<file path="src/rtl/reg64_wr_pkg.sv">
// Shared types and widths for the 64-bit register write assembler.
// Optional byte-strobe merging is enabled with macro REG64_WR_STROBE_EN.
package reg64_wr_pkg;
   localparam int WORD_W = 32;
   localparam int REG_W  = 64;
   localparam int STRB_W = WORD_W / 8;

   typedef enum logic [1:0] {
      IDLE    = 2'd0,
      HAVE_LO = 2'd1,
      COMMIT  = 2'd2
   } state_t;
endpackage

</file>
<file path="src/rtl/reg64_byte_merge.sv">
// Per-byte merge of a new 32-bit beat with the current register word.
// Used by reg64_write_assembler only when REG64_WR_STROBE_EN is defined.
module reg64_byte_merge
   import reg64_wr_pkg::*;
(
   input  logic [WORD_W-1:0] data,
   input  logic [STRB_W-1:0] strb,
   input  logic [WORD_W-1:0] old,
   output logic [WORD_W-1:0] merged
);

   // Strobed bytes take the new data, the rest keep the register contents
   always_comb begin
      merged = old;
      for (int i = 0; i < STRB_W; i++) begin
         merged[8*i +: 8] = strb[i] ? data[8*i +: 8] : old[8*i +: 8];
      end
   end

endmodule

</file>
<file path="src/rtl/reg64_write_assembler.sv">
// Collects a low and a high 32-bit beat and commits them as one 64-bit write.
// Define REG64_WR_STROBE_EN to merge strobed bytes with the current value q.
module reg64_write_assembler
   import reg64_wr_pkg::*;
#(
   parameter logic [REG_W-1:0] RESET_DATA = 64'h0
)(
   input  logic              clk,
   input  logic              reset,
   input  logic              s_valid,
   output logic              s_ready,
   input  logic [WORD_W-1:0] s_data,
   input  logic              s_hi,
   input  logic [STRB_W-1:0] s_strb,
   input  logic [REG_W-1:0]  q,
   output logic              write_enable,
   output logic [REG_W-1:0]  d,
   output logic              busy,
   output logic              err
);

   state_t            state;
   logic [WORD_W-1:0] lo_word;
   logic [WORD_W-1:0] beat_word;
   logic              accept;

   assign accept = s_valid & s_ready;

`ifdef REG64_WR_STROBE_EN
   logic [WORD_W-1:0] old_word;

   assign old_word = s_hi ? q[REG_W-1:WORD_W] : q[WORD_W-1:0];

   reg64_byte_merge u_merge (
      .data   (s_data),
      .strb   (s_strb),
      .old    (old_word),
      .merged (beat_word)
   );
`else
   logic unused_inputs;

   assign beat_word     = s_data;
   assign unused_inputs = ^{s_strb, q};
`endif

   // Beat sequencing FSM; s_ready is registered so it depends on state alone
   always_ff @(posedge clk or negedge reset) begin
      if (!reset) begin
         state        <= IDLE;
         lo_word      <= {WORD_W{1'b0}};
         d            <= RESET_DATA;
         write_enable <= 1'b0;
         err          <= 1'b0;
         busy         <= 1'b0;
         s_ready      <= 1'b1;
      end else begin
         write_enable <= 1'b0;
         err          <= 1'b0;
         case (state)
            IDLE: begin
               if (accept) begin
                  if (!s_hi) begin
                     lo_word <= beat_word;
                     state   <= HAVE_LO;
                     busy    <= 1'b1;
                  end else begin
                     err <= 1'b1;
                  end
               end
            end
            HAVE_LO: begin
               if (accept) begin
                  if (s_hi) begin
                     d            <= {beat_word, lo_word};
                     state        <= COMMIT;
                     write_enable <= 1'b1;
                     s_ready      <= 1'b0;
                  end else begin
                     // A second low beat overwrites the first
                     lo_word <= beat_word;
                     err     <= 1'b1;
                  end
               end
            end
            COMMIT: begin
               state   <= IDLE;
               s_ready <= 1'b1;
               busy    <= 1'b0;
            end
            default: begin
               state   <= IDLE;
               s_ready <= 1'b1;
               busy    <= 1'b0;
            end
         endcase
      end
   end

endmodule
</file>
<file path="config.mk">
export PLATFORM = sky130hd
export DESIGN_NAME = reg64_write_assembler
export DESIGN_NICKNAME = d
export VERILOG_FILES = /design/src/rtl/reg64_wr_pkg.sv /design/src/rtl/reg64_byte_merge.sv /design/src/rtl/reg64_write_assembler.sv
export SDC_FILE = /design/constraint.sdc
export NUM_CORES = 1
export LEC_CHECK = 0
export CAP_MARGIN = 30
export CORE_MARGIN = 10
export CORE_UTILIZATION = 32
export CTS_BUF_LIST = sky130_fd_sc_hd__clkbuf_4
export CTS_CLUSTER_SIZE = 8
export DETAILED_ROUTE_END_ITERATION = 7
export PLACE_DENSITY = 0.75
export SYNTH_ARGS = -nofsm -noshare
export SYNTH_HDL_FRONTEND = slang
export SYNTH_SLANG_ARGS = --single-unit
export TNS_END_PERCENT = 30
</file>
<file path="constraint.sdc">
create_clock -name clk -period 2 [get_ports clk]
set_input_delay 0.5 -clock clk [delete_from_list [all_inputs] [get_ports clk]]
set_output_delay 0.5 -clock clk [all_outputs]
set_load 0.005 [all_outputs]
</file>
==> results of run 1 <==
path summary, 6_finish.rpt:
kind,endpoint,cells past startpoint,startpoint,slack (ns)
worst min register to register,d[47],1,d[47],0.50
max in group asynchronous,s_ready,3,reset,0.83
worst max register to register,d[62],5,s_ready,0.11
worst max-delay path,d[62],5,s_ready,0.11
worst min-delay path,d[47],1,d[47],0.50
min in group asynchronous,lo_word[13],2,reset,0.54
critical path: cells and delay by family (launching register included):
kind,cells,cell delay (ns)
buf+inv,2,0.39
flops,1,0.55
mux,1,0.37
simple gates,2,0.47
stage by stage:
step                      setup slack [ns]  setup TNS, ns
after floorplan                      0.330              0
after global placement              -0.204         -15.24
after detailed placement            -0.248         -17.81
after CTS                           0.0627              0
after global routing                0.0349              0
final                                0.112              0
metal layers:
metal,share of wire (%),global-route usage (%)
met5,0,0
met4,1.5,3.61
met3,8.2,5.01
met2,47,15.5
met1,44,11.3
cells by family (layout without fill, tap and decap cells):
group	after synthesis	after routing	share of synthesized area [%]
mux	96	96	28.4
xor+xnor	1	1	0.231
buf+inv	10	129	2.04
simple gates	10	10	1.55
compound gates	3	3	0.527
flops	102	102	67.2
power by group:
group | internal, mW | switching, mW | total (mW)
Clock | 0.263 | 0.607 | 0.870
Combinational | 2.01 | 0.891 | 2.90
Sequential | 3.08 | 0.495 | 3.58
Total | 5.36 | 1.99 | 7.35
state kept, by name, indices dropped and copies added, names as in the netlist:
signal,cells
d,64
lo_word,32
state,2
busy,1
err,1
s_ready,1
write_enable,1
layout make-up:
| type | count | area share [%] |
|---|---|---|
| clock buffer | 11 | 1.59 |
| clock inverter | 4 | 0.290 |
| multi-input combinational | 110 | 22.8 |
| sequential | 102 | 49.2 |
| tap | 143 | 3.45 |
| timing repair buffer | 114 | 22.7 |
cell usage after synthesis:
master,count,area share (%)
a21oi_1,1,0.13
a311oi_1,1,0.23
a31oi_1,1,0.16
buf_2,5,0.66
buf_4,1,0.20
buf_6,4,1.2
dfrtp_1,101,67
dfstp_2,1,0.69
mux2_1,42,12
mux2_2,54,16
nand2_1,1,0.099
nand3_1,1,0.13
nor2_1,4,0.40
nor3_1,1,0.13
nor3_2,1,0.26
nor3b_1,1,0.20
nor3b_2,1,0.33
xnor2_1,1,0.23
repair_timing:
action | CTS | global route
setup buffers | 1 | 0
setup endpoints to repair | 1 | 0
endpoints found under the hold margin | 25 | 0
hold buffers | 1 | 0
resized for setup | 1 | 0
==> results.py, run 1 <==
metrics = {
    "outcome": {
        "status": "completed",
    },
    "power": {
        "ir_worst_vdd_mv": 0.575,
        "total_power_mw": 7.35,
        "leakage_nw": 2.16,
        "power_density_nw_per_um2": 1420,
    },
    "global_routing": {
        "grt_pass1_vias": 2502,
        "antenna_found_initial": 0,
        "grt.total_usage_pct": 9.83,
        "overflow": 0,
        "grt_pass1_wl_um": 12800,
        "grt_max_degree": 53,
    },
    "critical_path": {
        "path_max_fanout": 35,
        "end_kind": "flip-flop",
        "cp_cell_sequence": "buf_4 > nand3_1 > nor3b_4 > buf_12 > mux2_2",
        "cpMaxStageDelayCell": "dfstp_2",
        "startpoint_type": "flip-flop",
        "cpPeakStageDelay_ns": 0.55,
        "worstPathRequired_ns": 2.34,
        "worst_ep_arrival_time_ns": 2.23,
        "crit_type": "flip-flop to flip-flop",
    },
    "floorplan": {
        "start_util_pct": 33.0,
        "rows": 39,
        "die_h_um": 129,
        "die-width_um": 129,
        "die_area_um2": 16600,
        "ioPinCount": 172,
        "core_um2": 11500,
    },
    "sta": {
        "slew_headroom_pct": 74.3,
        "hold_viol": 0,
        "setup_violations": 0,
        "rsz0062_at_grt": "false",
        "clock_skew_ns": 0.00529,
        "min_period_ns": 1.89,
        "holdWs_ns": 0.497,
        "fmax_mhz": 530,
        "drv_slew": 0,
        "fin_crit_sh_pct": 94.4,
        "tightestPinTransition_ns": 0.386,
    },
    "final_layout": {
        "drive_above_1_share_pct": 23.2,
        "fillers": 1038,
        "instances_no_fill": 484,
        "nNetsFinal": 441,
        "multiInputGateArea_um2": 1180,
        "final_cell_mix": "dfrtp_1, clkdlybuf4s50_1, mux2_2",
        "area_growth_pct": 36.5,
        "finish.utilization_pct": 45.0,
        "num_antenna_cells": 0,
        "final-seq-area_um2": 2550,
        "final_area_um2": 5190,
    },
    "placement": {
        "dpl_cell_area_um2": 5070,
        "hpwlAfterDp_um": 5820,
        "port_buffers": 103,
        "dp_cells": 467,
        "gp_congestion": 0.725,
    },
    "clocking": {
        "cts_root_buf": "clkbuf_4",
        "insertion_delay_ns": 0.44,
        "cts.sink_count": 102,
        "numCtsBuffers": 9,
        "cts_buffer_depth": 2,
        "htreeDepth": 3,
        "clkTransAtPathRegs_ns": 0.13,
        "cts_tree": "yes",
    },
    "route": {
        "drt-total-wl_um": 7930,
        "firstDrtPassIters": 4,
        "viasPerCell": 4.52,
        "postRouteAntennaNets": 0,
        "num_vias": 2186,
        "remaining_drc_errors": 0,
        "wire_per_inst_um": 16.4,
        "initialDrtViolationCount": 78,
    },
    "synthesis": {
        "syn-num-nets": 326,
        "synth.avg_cell_area_um2": 17.1,
        "netlist_instances": 222,
        "yosysUniqueCellTypes": 18,
        "yosysWarnings": 0,
        "synth-seq-cells": 102,
        "synth_area_um2": 3800,
        "ys_seq_area_share_pct": 67.2,
    },
    "run": {
        "drv_cap": 0,
    },
    "worst_hold_path": {
        "hold_class": "flip-flop to flip-flop",
    },
}
No activity file was read; power rests on OpenSTA's default activity.
==> run 2, diff against run 1 <==
==> constraint.sdc (replaced) <==
create_clock -name clk -period 2.3 [get_ports clk]
set_input_delay 0.575 -clock clk [delete_from_list [all_inputs] [get_ports clk]]
set_output_delay 0.575 -clock clk [all_outputs]
set_load 0.005 [all_outputs]
==> run 2 against run 1 <==
Compared with the run above:
- die area did not move
- clock power grew 4.9%
- sequential cell count is the same
- critical path depth decreased by 4
- register-to-register slack better by 0.36 ns
- cell area rose by 0.41%
- routed wire length shrank 0.28%
- worst hold slack worse by 0.0021 ns
==> results.py, run 2 (synthesized netlist as in run 1, its figures left out) <==
metrics = {
    "outcome": {
        "status": "completed",
    },
    "clocking": {
        "ctsResizeCount": 0,
        "numCtsBuffers": 9,
        "cts_root_buf": "clkbuf_4",
        "post_cts_buffers": 0,
        "insertion_delay_ns": 0.48,
        "hold_buffers": 1,
        "htreeDepth": 3,
        "clkTransAtPathRegs_ns": 0.14,
        "cts.sink_count": 102,
        "cts_buffer_depth": 2,
        "cts_tree": "yes",
    },
    "floorplan": {
        "die-width_um": 129,
        "die_h_um": 129,
        "rows": 39,
        "die_area_um2": 16600,
        "ioPinCount": 172,
        "core_um2": 11500,
        "start_util_pct": 33.0,
    },
    "sta": {
        "holdWs_ns": 0.495,
        "fin_crit_sh_pct": 94.1,
        "clock_skew_ns": 0.0145,
        "drv_slew": 0,
        "fmax_mhz": 462,
        "setup_violations": 0,
        "min_period_ns": 2.16,
        "worst_slack_ns": 0.135,
        "slew_headroom_pct": 73.6,
        "tightestPinTransition_ns": 0.396,
        "rsz0062_at_grt": "false",
        "hold_viol": 0,
    },
    "power": {
        "swShare_pct": 27.4,
        "p_comb_share_pct": 38.2,
        "p_int_mw": 4.75,
        "ir_worst_vdd_mv": 0.585,
        "switchingPower_mw": 1.79,
        "power_frac_clock_pct": 13.9,
        "p_seq_share_pct": 47.8,
        "leakage_nw": 2.16,
        "power_density_nw_per_um2": 1260,
    },
    "route": {
        "postRouteAntennaNets": 0,
        "wire_per_inst_um": 16.4,
        "viasPerCell": 4.65,
        "initialDrtViolationCount": 130,
        "drt-total-wl_um": 7910,
        "remaining_drc_errors": 0,
        "num_vias": 2245,
        "firstDrtPassIters": 4,
    },
    "global_routing": {
        "antenna_found_initial": 0,
        "overflow": 0,
        "grt_max_degree": 54,
        "grt.total_usage_pct": 9.92,
        "grt_pass1_vias": 2509,
        "grt_pass1_wl_um": 12900,
    },
    "final_layout": {
        "regMostFlops": "d",
        "largest_register_ff_count": 64,
        "top_regs": "d (64), lo_word (32), state (2)",
        "final_common_cell": "clkdlybuf4s50_1",
        "final_cell_mix": "clkdlybuf4s50_1, dfrtp_1, mux2_2",
        "nNetsFinal": 439,
        "drive_above_1_share_pct": 23.8,
        "num_antenna_cells": 0,
        "area_growth_pct": 37.0,
    },
    "critical_path": {
        "crit_type": "flip-flop to output pin",
        "path_max_fanout": 7,
        "worstPathRequired_ns": 1.73,
        "end_kind": "output pin",
        "timing.critical_path.buf_inv": 1,
        "cpPeakStageDelay_ns": 0.61,
        "worstSetupStartpoint": "s_ready",
        "cp_top_family": "flip-flops",
        "ff2ff_setup_slack_ns": 0.47,
        "startpoint_type": "flip-flop",
        "cpMaxStageDelayCell": "dfstp_2",
        "cp_cell_sequence": "clkdlybuf4s50_1",
        "rr_startpoint": "s_ready",
        "worst_ep_arrival_time_ns": 1.59,
    },
    "worst_hold_path": {
        "hold_class": "flip-flop to flip-flop",
        "hold_path_startpoint": "lo_word[20]",
    },
    "placement": {
        "dp_slack_ns": -0.0266,
        "gp_congestion": 0.728,
        "port_buffers": 103,
        "hpwlAfterDp_um": 5740,
    },
    "run": {
        "drv_cap": 0,
    },
}
-- run 2: changes by cell type in the layout (fill, tap and decap cells not counted), sizes merged --
cell and change:
buf -2, bufinv +1, clkbuf -2, clkdlybuf4s50 +1, clkinv +1, clkinvlp +1
dlygate4sd2 -1
-- run 2: area by class of cell --
type                       count  area (µm²)
sequential                   102        2550
clock inverter                 7        65.1
multi-input combinational    110        1180
timing repair buffer         112        1160
tap                          143         179
clock buffer                   9        67.6
fill                        1064        6310
-- run 2: worst paths after layout --
kind | cells past startpoint | to
worst max-delay path | 1 | s_ready
worst min-delay path | 1 | d[20]
worst max register to register | 4 | d[48]
worst min register to register | 1 | d[20]
max in group asynchronous | 3 | s_ready
min in group asynchronous | 2 | d[5]
-- run 2: metal layers --
layer	up-vias	global-route usage (%)	wire length (µm)
met5	-	0	0
met4	0	4.01	121
met3	9	5.91	810
met2	70	15.4	3790
met1	1160	10.9	3190
li1	1006	-	-
-- run 2: metrics by stage --
step / area (µm²) / cells / TNS (ns) / utilization (%) / power [mW]
global route: 5210 / 483 / 0 / 45.2 / 7.03
floorplan: 3800 / 222 / 0 / - / 4.10
detailed placement: 5060 / 466 / -0.201 / 44.0 / 5.76
global placement: 5060 / 466 / 0 / 44.0 / 5.63
finish: 5210 / 483 / 0 / 45.2 / 6.55
CTS: 5210 / 483 / 0 / 45.2 / 6.69
-- run 2: power by group through the flow --
stage	combinational [mW]	sequential, mW	clock, mW
final	2.50	3.13	0.913
after CTS	2.59	3.15	0.956
after floorplan	0.944	3.15	0
after detailed placement	2.57	3.19	0
after global routing	2.73	3.26	1.04
after global placement	2.51	3.12	0
==> run 3, diff against run 2 <==
--- a/config.mk
+++ b/config.mk
@@ -5,13 +5,15 @@
 export SDC_FILE = /design/constraint.sdc
 export NUM_CORES = 1
 export LEC_CHECK = 0
-export CAP_MARGIN = 30
+export CAP_MARGIN = 25
+export CELL_PAD_IN_SITES_DETAIL_PLACEMENT = 1
+export CELL_PAD_IN_SITES_GLOBAL_PLACEMENT = 1
 export CORE_MARGIN = 10
 export CORE_UTILIZATION = 32
 export CTS_BUF_LIST = sky130_fd_sc_hd__clkbuf_4
 export CTS_CLUSTER_SIZE = 8
 export DETAILED_ROUTE_END_ITERATION = 7
-export PLACE_DENSITY = 0.75
+export PLACE_DENSITY = 0.89
 export SYNTH_ARGS = -nofsm -noshare
 export SYNTH_HDL_FRONTEND = slang
 export SYNTH_SLANG_ARGS = --single-unit
==> run 3 against run 2 <==
Compared with the run above:
- first-iteration DRC count fell by 26%
- routed wire length up 11%
- critical endpoint unchanged
- maximum frequency rose by 1.0%
- highest routed layer unchanged
- largest power group unchanged
- largest cell class unchanged
==> results.py, run 3 (synthesized netlist as in run 1, its figures left out) <==
metrics = {
    "outcome": {
        "status": "completed",
    },
    "critical_path": {
        "rr_startpoint": "s_ready",
        "rr_worst_depth": 4,
        "cpPeakStageDelay_ns": 0.61,
        "r2r-end": "d[36]",
        "worst_ep_arrival_time_ns": 1.57,
        "worstPathRequired_ns": 1.73,
        "cpMaxStageDelayCell": "dfstp_2",
        "cp_cell_sequence": "clkdlybuf4s50_1",
        "crit_type": "flip-flop to output pin",
        "startpoint_type": "flip-flop",
        "timing.critical_path.buf_inv": 1,
        "cp_top_family": "flip-flops",
        "cp_num_cells": 1,
        "path_max_fanout": 7,
        "end_kind": "output pin",
        "ff2ff_setup_slack_ns": 0.45,
    },
    "global_routing": {
        "antenna_found_initial": 0,
        "overflow": 0,
        "grt_pass1_vias": 2609,
        "grt.total_usage_pct": 11.1,
        "grt_pass1_wl_um": 14300,
        "grt_max_degree": 49,
    },
    "final_layout": {
        "fillers": 1159,
        "area_growth_pct": 36.3,
        "largest_register_ff_count": 64,
        "regMostFlops": "d",
        "nNetsFinal": 438,
        "final_common_cell": "clkdlybuf4s50_1",
        "instances_no_fill": 482,
        "top_regs": "d (64), lo_word (32), state (2)",
        "final_area_um2": 5180,
        "drive_above_1_share_pct": 23.9,
        "final_cell_mix": "clkdlybuf4s50_1, dfrtp_1, mux2_2",
        "num_antenna_cells": 0,
    },
    "sta": {
        "clock_skew_ns": 0.0113,
        "min_period_ns": 2.14,
        "fmax_mhz": 467,
        "hold_viol": 0,
        "final.setup.tns_ns": 0,
        "slew_headroom_pct": 63.0,
        "holdWs_ns": 0.0843,
        "setup_violations": 0,
        "drv_slew": 0,
        "tightestPinTransition_ns": 0.556,
        "rsz0062_at_grt": "false",
        "fin_crit_sh_pct": 93.1,
    },
    "power": {
        "power_frac_clock_pct": 12.6,
        "total_power_mw": 6.53,
        "leakage_nw": 2.16,
        "p_seq_share_pct": 48.2,
        "swShare_pct": 27.8,
        "p_comb_share_pct": 39.1,
        "p_int_mw": 4.71,
        "ir_worst_vdd_mv": 0.610,
        "power_density_nw_per_um2": 1260,
        "switchingPower_mw": 1.81,
    },
    "placement": {
        "dp_cells": 466,
        "port_buffers": 103,
        "hpwlAfterDp_um": 6630,
        "gp_congestion": 0.708,
        "dpl_cell_area_um2": 5060,
    },
    "route": {
        "initialDrtViolationCount": 96,
        "num_vias": 2220,
        "wire_per_inst_um": 18.3,
        "firstDrtPassIters": 4,
        "postRouteAntennaNets": 0,
        "drt-total-wl_um": 8820,
        "remaining_drc_errors": 0,
        "viasPerCell": 4.61,
    },
    "clocking": {
        "ctsResizeCount": 0,
        "cts_root_buf": "clkbuf_4",
        "cts.sink_count": 102,
        "post_cts_buffers": 0,
        "cts_buffer_depth": 2,
        "hold_buffers": 0,
        "numCtsBuffers": 9,
        "insertion_delay_ns": 0.45,
        "htreeDepth": 3,
        "clkTransAtPathRegs_ns": 0.14,
        "cts_tree": "yes",
    },
    "floorplan": {
        "rows": 39,
        "die-width_um": 129,
        "start_util_pct": 33.0,
        "core_um2": 11500,
        "ioPinCount": 172,
        "die_h_um": 129,
        "die_area_um2": 16600,
    },
    "worst_hold_path": {
        "hold_class": "primary input to asynchronous set/reset pin",
    },
    "run": {
        "drv_cap": 0,
    },
}
run 3: how the worst max path moves through the flow:
stage / slack (ns) / endpoint / start
after global placement: 0.03 / d[36] / s_hi
after CTS: 0.09 / s_ready / s_ready
final: 0.16 / s_ready / s_ready
after detailed placement: -0.06 / d[6] / s_hi
after global routing: 0.07 / s_ready / s_ready
after floorplan: 0.63 / d[0] / s_hi
run 3: routing by layer:
metal  share of wire [%]  GRT usage [%]  vias up
li1                    -              -     1006
met1                  38           11.6     1136
met2                  52           18.9       63
met3                 7.9           4.80       15
met4                 2.1           5.69        0
met5                   0              0        -
run 3: cell type report:
| cell class | instances | area (µm²) | area share (%) |
|---|---|---|---|
| clock inverter | 2 | 8.76 | 0.169 |
| timing repair buffer | 111 | 1150 | 22.2 |
| multi-input combinational | 110 | 1180 | 22.8 |
| sequential | 102 | 2550 | 49.3 |
| tap | 143 | 179 | 3.45 |
| clock buffer | 14 | 105 | 2.03 |
run 3: power by group through the flow:
stage	logic, mW	registers [mW]	clock network, mW
finish	2.55	3.15	0.824
CTS	2.64	3.17	0.886
floorplan	0.944	3.15	0
global route	2.78	3.28	0.952
global placement	2.52	3.11	0
detailed placement	2.63	3.21	0
run 3: through the flow:
step	setup slack (ns)	util, %
after floorplan	0.629	-
after global placement	0.0288	44.0
after detailed placement	-0.0563	44.0
after CTS	0.0879	45.0
after global routing	0.0676	45.0
final	0.158	45.0
